[config.mk]
export PLATFORM = sky130hd
export DESIGN_NAME = display_scan_controller
export DESIGN_NICKNAME = d
export VERILOG_FILES = /design/src/rtl/display_scan_controller.sv
export SDC_FILE = /design/constraint.sdc
export NUM_CORES = 1
export LEC_CHECK = 0
export BUFFER_PORTS_ARGS = -buffer_cell sky130_fd_sc_hd__buf_4
export CORE_UTILIZATION = 48
export CTS_BUF_LIST = sky130_fd_sc_hd__clkbuf_4
export CTS_CLUSTER_SIZE = 28
export DETAILED_ROUTE_END_ITERATION = 7
export MAX_ROUTING_LAYER = met4
export PLACE_DENSITY = 0.67
export SLEW_MARGIN = 10
export SYNTH_ARGS = -nofsm -noshare
export SYNTH_HDL_FRONTEND = slang
export SYNTH_SLANG_ARGS = --single-unit
[constraint.sdc]
create_clock -name clk -period 5.3 [get_ports clk]
set_clock_uncertainty 0.1 [all_clocks]
set_input_delay 0.53 -clock clk [delete_from_list [all_inputs] [get_ports clk]]
set_output_delay 0.53 -clock clk [all_outputs]
set_load 0.02 [all_outputs]
[src/rtl/display_scan_controller.sv]
// Digit scan sequencer for the coffee machine 7-segment display.
// Produces the digit index, active-low digit enables, a blanking flag and
// the error-message select, with a one-cycle acknowledge on error exit.
// Build option: define DISPLAY_SCAN_BLINK_EN to blink the error message;
// without it the error message is shown steadily.
module display_scan_controller #(
  parameter int PRESCALE    = 50000,
  parameter int NUM_DIGITS  = 4,
  parameter int BLINK_SLOTS = 400
) (
  input  logic       clk,
  input  logic       reset,
  input  logic       enable,
  input  logic       error_req,
  input  logic       error_clear,
  output logic [1:0] digit_sel,
  output logic [3:0] digit_en,
  output logic       blank,
  output logic       err_mode,
  output logic       error_ack
);

  localparam int            PW      = $clog2(PRESCALE);
  localparam logic [PW-1:0] PS_LAST = PW'(PRESCALE - 1);
  localparam logic [1:0]    DG_LAST = 2'(NUM_DIGITS - 1);

  typedef enum logic [1:0] {
    ST_OFF,
    ST_SCAN,
    ST_ERR_ON,
    ST_ERR_OFF
  } state_t;

  state_t        state_reg, state_next;
  logic [PW-1:0] presc_reg, presc_next;
  logic [1:0]    digit_reg, digit_next;
  logic          tick;
  logic          blink_flip;
  logic          ack_next;
  logic          blank_next;
  logic          err_next;
  logic [3:0]    en_next;

  logic [3:0]    digit_en_reg;
  logic          blank_reg;
  logic          err_mode_reg;
  logic          error_ack_reg;

  // End of a digit slot; the prescaler only runs while the display is on
  always_comb begin
    tick = (state_reg != ST_OFF) && (presc_reg == PS_LAST);
  end

`ifdef DISPLAY_SCAN_BLINK_EN
  localparam int            BW      = $clog2(BLINK_SLOTS + 1);
  localparam logic [BW-1:0] BL_LAST = BW'(BLINK_SLOTS - 1);

  logic [BW-1:0] blink_reg, blink_next;

  // Last slot of a blink half-period: toggle ERR_ON/ERR_OFF
  always_comb begin
    blink_flip = tick && (blink_reg == BL_LAST);
  end

  // Blink slot counter; restarts whenever error mode is (re)entered or left
  always_comb begin
    blink_next = blink_reg;
    if ((state_next == ST_ERR_ON || state_next == ST_ERR_OFF) &&
        (state_reg == ST_ERR_ON || state_reg == ST_ERR_OFF)) begin
      if (tick) begin
        blink_next = blink_flip ? '0 : blink_reg + 1'b1;
      end
    end else begin
      blink_next = '0;
    end
  end

  // Blink counter register
  always_ff @(posedge clk) begin
    if (reset) begin
      blink_reg <= '0;
    end else begin
      blink_reg <= blink_next;
    end
  end
`else
  logic unused_blink_cfg;

  // Steady error message: never toggle to the blanked half
  always_comb begin
    blink_flip       = 1'b0;
    unused_blink_cfg = (BLINK_SLOTS > 0);
  end
`endif

  // Next-state and acknowledge logic; enable=0 dominates, then error exit
  always_comb begin
    state_next = state_reg;
    ack_next   = 1'b0;
    case (state_reg)
      ST_OFF: begin
        if (enable) state_next = ST_SCAN;
      end
      ST_SCAN: begin
        if (!enable)        state_next = ST_OFF;
        else if (error_req) state_next = ST_ERR_ON;
      end
      ST_ERR_ON, ST_ERR_OFF: begin
        if (!enable) begin
          state_next = ST_OFF;
        end else if (error_clear && !error_req) begin
          state_next = ST_SCAN;
          ack_next   = 1'b1;
        end else if (blink_flip) begin
          state_next = (state_reg == ST_ERR_ON) ? ST_ERR_OFF : ST_ERR_ON;
        end
      end
      default: state_next = ST_OFF;
    endcase
  end

  // Prescaler and digit index; both parked at 0 whenever the display is off
  always_comb begin
    presc_next = presc_reg;
    digit_next = digit_reg;
    if (state_next == ST_OFF) begin
      presc_next = '0;
      digit_next = '0;
    end else if (state_reg != ST_OFF) begin
      if (tick) begin
        presc_next = '0;
        digit_next = (digit_reg == DG_LAST) ? 2'd0 : digit_reg + 2'd1;
      end else begin
        presc_next = presc_reg + 1'b1;
      end
    end
  end

  // Output decode from next-state values so every output flop updates together
  always_comb begin
    blank_next = (state_next == ST_OFF) || (state_next == ST_ERR_OFF);
    err_next   = (state_next == ST_ERR_ON) || (state_next == ST_ERR_OFF);
  end

  // Active-low enables; unpopulated digit positions stay off
  genvar gi;
  generate
    for (gi = 0; gi < 4; gi++) begin : g_en
      localparam logic [1:0] IDX = 2'(gi);
      assign en_next[gi] = blank_next || (gi >= NUM_DIGITS) || (digit_next != IDX);
    end
  endgenerate

  // State, counters and registered outputs
  always_ff @(posedge clk) begin
    if (reset) begin
      state_reg     <= ST_OFF;
      presc_reg     <= '0;
      digit_reg     <= '0;
      digit_en_reg  <= 4'b1111;
      blank_reg     <= 1'b1;
      err_mode_reg  <= 1'b0;
      error_ack_reg <= 1'b0;
    end else begin
      state_reg     <= state_next;
      presc_reg     <= presc_next;
      digit_reg     <= digit_next;
      digit_en_reg  <= en_next;
      blank_reg     <= blank_next;
      err_mode_reg  <= err_next;
      error_ack_reg <= ack_next;
    end
  end

  assign digit_sel = digit_reg;
  assign digit_en  = digit_en_reg;
  assign blank     = blank_reg;
  assign err_mode  = err_mode_reg;
  assign error_ack = error_ack_reg;

endmodule

==> Word level (Yosys, flattened, before mapping) <==
Cells that the tools add are included.
{ "op_classes": {"add_sub_neg": 2, "n_eq_ne": 10, "n_mux": 12, "bitwise": 2, "reduce_logical": 16} }
{ "op_table": {"columns": ["op", "count"], "rows": [
  ["2-bit two-way mux", 9],
  ["16-bit by 1-bit adder with 16-bit output (second input constant)", 1],
  ["16-bit equality test (second input constant)", 1],
  ["16-bit two-way mux", 1],
  ["2-bit equality test (second input constant)", 5],
  ["1-bit logical OR", 6],
  ["2-bit case mux with 3 select lines", 1],
  ["2-bit zero test", 2],
  ["2-bit inequality test (second input constant)", 2],
  ["2-bit nonzero test", 2],
  ["2-bit OR reduction", 2],
  ["3-bit OR reduction", 1],
  ["2-bit by 1-bit adder with 2-bit output (second input constant)", 1],
  ["2-bit by 1-bit equality test with 1-bit output (second input constant)", 1],
  ["1-bit logical AND", 2],
  ["2-bit by 1-bit inequality test with 1-bit output (second input constant)", 1],
  ["1-bit NOT", 2],
  ["1-bit zero test", 1],
  ["1-bit two-way mux", 1]
]} }
{ "totals": {"regBits": 27, "input_bits": 5, "out_inout_bits": 9} }

==> Longest topological paths before layout <==
{ "logic_depth": {"word_depth": 9, "depth_mapped": 9} }

==> Least setup slack after synthesis <==
Ideal clock, no wire load.
{ "synth_path": {"kind": "in2reg", "from": "input port error_req", "to": "register digit_en_reg[2] (netlist: digit_en[2])", "setup_time_ns": 0.145, "arrival_time_ns": 2.072, "path_slack_ns": 2.983, "path_stages": 8, "path_buffers": 0, "path_cell_list": "nand2b_1 nand2_1 o211ai_1 ha_1 or2_2 nor2_1 nor4bb_1 a41oi_1"} }
{ "synth_between": {"word_cells_on_any_way": 13, "cone_classes": "2 x eq/ne; 6 x mux; 5 x reduce/logical"} }
{ "synth_lines": {"columns": ["item", "line", "rtl"], "rows": [
  ["start, declared", "14", "input logic error_req,"],
  ["1-bit zero test", "111", "end else if (error_clear && !error_req) begin"],
  ["1-bit logical AND", "111", null],
  ["2-bit two-way mux", "111", null],
  ["2-bit two-way mux", "109", "if (!enable) begin"],
  ["2-bit case mux with 3 select lines *", "100", "case (state_reg)"],
  ["2-bit equality test / 2-bit zero test (equally long branches)", "141", "blank_next = (state_next == ST_OFF) || (state_next == ST_ERR_OFF);"],
  ["1-bit logical OR *", "141", null],
  ["via blank_next", "40", "logic blank_next;"],
  ["1-bit logical OR *", "150", "assign en_next[gi] = blank_next || (gi >= NUM_DIGITS) || (digit_next != IDX);"],
  ["end signal, assigned", "168", "digit_en_reg <= en_next;"],
  ["end, declared", "44", "logic [3:0] digit_en_reg;"]
]} }
Mark *: on every way through the listed nets, which the timed path passes. The rest lies on a longest branch.
A chain may end at the register's enable or synchronous reset.

==> Worst setup path after layout <==
{ "layout_path": {"from": "register presc_reg[0]", "to": "register presc_reg[7]"} }
{ "layout_between": {"elab_chain_cells": 3, "word_cells_on_any_way": 4, "cone_classes": "1 x add/sub; 1 x eq/ne; 1 x mux; 1 x reduce/logical"} }
{ "layout_rtl": {"columns": ["item", "line", "rtl"], "rows": [
  ["start, declared", "35", "logic [PW-1:0] presc_reg, presc_next;"],
  ["start signal, assigned", "166", "presc_reg <= presc_next;"],
  ["branches (longest 2 deep; another with 16-bit by 1-bit adder with 16-bit output)", null, null],
  ["16-bit two-way mux *", "130", "if (tick) begin"]
]} }
Every way passes the cells marked *.

==> flow_results.org <==
** Timing
- Accumulated negative setup slack :: 0 ns
- After layout, the worst setup slack is 2.75 ns.
- Setup violations remaining at the end of the flow were counted as 0.
- In this run the tightest slew margin relative to its limit is 0.565.
- Based on the critical path, the design can be clocked at up to 392 MHz.
- The tightest hold path in the finished design has a slack of 0.295 ns.
- Period utilisation layout :: 0.482
- Count of final hold-check violations :: 0
- Minimum clock period :: 2.55 ns
- Setup repair after global routing left no endpoint under its margin.
- For the pin with the worst max-slew slack, the measured transition is 0.651 ns.
- The number of slew-limit violations in the final report came to 0.

** Drt
- In this run, the number of DRC markers left after iteration 0 of detailed routing was 16.
- DR pass1 iterations :: 4
- Once detail routing completed, the nets flagged for antenna violations numbered 0.
- Dividing the detail-routed wire length by the instance count gives 12.3 µm.
- Final routed wirelength across all metal layers :: 2.32 mm
- Number of vias in the routed layout :: 1053
- Ratio of routed vias to standard cells :: 5.57
- After detailed routing, the number of remaining DRC violations is 0.

** Final layout
- Of the cells placed in the final design, the portion with a size suffix greater than 1 is 0.145.
- For this run, the share of the core covered by cells in the final layout is 0.567.
- Summing all non-filler instances in the final layout gives an area of 1390 µm².
- The register with the most flip-flops in the layout has 16 of them.
- From synthesis to final layout, the design area changed by 12.1%.
- At the end of the flow, the number of nets in the layout was 170.
- The library cell used most frequently in the layout, excluding fill and tap cells, is sky130_fd_sc_hd__dfxtp_1.
- Top library cells by usage in the layout, fill and taps aside :: 27 x sky130_fd_sc_hd__dfxtp_1, 26 x sky130_fd_sc_hd__nor2_1, 13 x sky130_fd_sc_hd__nand2_1, 13 x sky130_fd_sc_hd__buf_4, 11 x sky130_fd_sc_hd__xnor2_1
- 0 antenna diodes ended up in the layout.

** Synthesis
- #FFs+latches synth :: 27
- The number of different library cells used by synthesis comes to 31.
- Counting flops with an async set or reset pin after synthesis yields a share of 0.
- By area the synthesized netlist is led by sky130_fd_sc_hd__dfxtp_1 44%, sky130_fd_sc_hd__nor2_1 7.9%, sky130_fd_sc_hd__xnor2_1 7.8%.
- Most frequently used flop master after synthesis :: sky130_fd_sc_hd__dfxtp_1
- Dividing the synthesized area by the synthesized cell count gives 8.56 µm².
- Number of enable flip-flop cells after synthesis :: 0
- Cell type with the highest aggregate area in the netlist :: sky130_fd_sc_hd__dfxtp_1
- Of the post-synthesis cell area, the dominant cell type holds 0.435.
- Post-Synthesis Cell Area :: 1240 µm²
- For this run, the number of Yosys warnings is 0.
- The number of nets handed over by synthesis was 155.
- Of the synthesized area, sequential elements account for 0.435.
- Gate count after technology mapping :: 145

** Floorplan
- After floorplanning, the core was sized to cover 2450 µm².
- 14 I/O pins were placed.
- Floorplan die height :: 52.9 µm
- Starting utilization of the core area :: 0.506
- Area of the die :: 2790 µm²
- Die width :: 52.9 µm
- Number of placement rows :: 18

** Setup path
- Setup slack of the worst register-to-register path :: 2.75 ns
- CP endpoint :: presc_reg[7]
- Required arrival time at the worst endpoint :: 5.41 ns
- The startpoint identified for the worst register-to-register timing path is presc_reg[0].
- Cell depth of the worst flop-to-flop path :: 5
- Maximum fanout along the worst path :: 15
- Kind of end point of the critical path :: flop
- Crit path launch type :: flop
- The worst setup path is of the reg -> reg kind.
- STA puts the critical path data arrival time at 2.66 ns.
- Timing startpoint of the critical path :: presc_reg[0]
- Worst flop-to-flop path endpoint :: presc_reg[7]

** GRT
- All-Layer GR Usage :: 0.203
- Entering global routing, the biggest net connects 16 pins.
- The number of global-route vias before repair was 972.
- The initial antenna violation count came to 0.
- The total overflow left after global routing is 0.
- First-pass GRT wire length :: 4.05 mm

** Power and ir drop
- Cell internal power was estimated by the tool at 0.000248 W.
- Peak supply drop :: 0.143 mV
- In this run the power spent charging and discharging nets is 0.0000735 W.
- The share of total power dissipated in combinational logic is 0.062.
- In this run the power density over the cells is 231 nW/µm².
- Summed over all cells, the static leakage comes to 0.470 nW.
- Of the total power, registers draw 0.645.
- Of the total power, the clock network draws 0.293.
- Of the total power, the share spent switching nets is 0.228.

** Clocking
- TritonCTS sink count :: 27
- Master cell of the clock root buffer :: sky130_fd_sc_hd__clkbuf_4
- Clock-pin slew was measured on the worst setup and hold paths at 0.14 ns.
- Once the clock tree was built, the setup fixing pass inserted 0 buffers.
- Buffers inserted to repair hold after CTS numbered 0.
- Number of instances resized during post-cts repair :: 0
- Cts bufs inserted :: 3
- For the worst-skew pair, the clock arrives at the later sink with an insertion delay of 0.33 ns.
- Count of H-tree levels built during CTS :: 1
- Counting along the longest clock path gives a buffer depth of 2.
- TritonCTS clock tree :: built

** Place
- Placed Area :: 1360 µm²
- The wire-length estimate of the detail-placed layout is 1.67 mm.
- DP Worst Slack :: 2.68 ns
- Port bufs :: 13
- Routability congestion estimate :: 0.794

** Run
- The tool flagged a number of max-cap violations equal to 0.

** Run status
- The run finished with clean final reports.

** Min path
- In this run the worst hold path is classified as in -> reg.
[area by class of cell]
class                   count  area [µm²]
clock buffers               4        30.0
fillers                   238        1060
inverters                   6        22.5
multi-input cells         109         663
flip-flops and latches     27         541
well taps                  30        37.5
repair buffers             13        97.6
[cells in the mapped netlist (all sizes together), types with 2 or more instances]
master and number:
or4 3, nand3b 2, nand3 6, o211ai 2, o21ai 3, nand4 5, dfxtp 27, nand2 13
ha 5, buf 3, or2 4, nor3 5, nor4 6, a21oi 4, nor2 26, or3 2
inv 6, xnor2 11, xor2 2
[kinds of logic (layout without fill, tap and decap cells)]
family                     after synthesis  in the layout  share of synthesized area
xor gates and xnor gates                13             13                     0.0917
buffers and inverters                    9             23                     0.0302
adders and majority gates                5              5                     0.0504
DFF                                     27             27                      0.435
AOI/OAI and AO/OA                       14             14                     0.0786
and+or+nand+nor                         77             77                      0.314
[worst min-delay path by stage]
stage / start / end / cells past startpoint
2_1_floorplan: presc_reg[15] / presc_reg[15] / 2
3_3_place_gp: presc_reg[15] / presc_reg[15] / 2
3_5_place_dp: presc_reg[15] / presc_reg[15] / 2
4_1_cts: reset / err_mode / 2
5_1_grt: reset / err_mode / 2
6_report: reset / err_mode / 2
[layer usage]
layer	share of wire	routed length, µm	track usage	vias up
li1	-	-	-	533
met1	0.47	1080	0.237	497
met2	0.48	1120	0.331	14
met3	0.026	60	0.0316	9
met4	0.028	65	0.114	0
met5	0	0	-	-
[power groups by stage]
stage / clock, W / combinational [W] / sequential [W]
after global routing: 0.000106 / 0.0000220 / 0.000208
after global placement: 0 / 0.0000194 / 0.000212
final: 0.0000943 / 0.0000198 / 0.000208
after detailed placement: 0 / 0.0000202 / 0.000212
after floorplan: 0 / 0.0000107 / 0.000213
after CTS: 0.0000980 / 0.0000202 / 0.000207
[stage by stage]
step                      instances  power, W
after floorplan                 145  0.000224
after global placement          185  0.000231
after detailed placement        185  0.000232
after CTS                       189  0.000326
after global routing            189  0.000336
final                           189  0.000322
[critical path, cell delays in order, from the launching register on]
cell                        delay (ns)
sky130_fd_sc_hd__dfxtp_1          0.45
sky130_fd_sc_hd__ha_1             0.20
sky130_fd_sc_hd__o2111ai_1        0.34
sky130_fd_sc_hd__or4_1            0.76
sky130_fd_sc_hd__nand2_1          0.48
sky130_fd_sc_hd__nor2_1           0.10
Note: power is estimated with default switching activity, not from simulation.
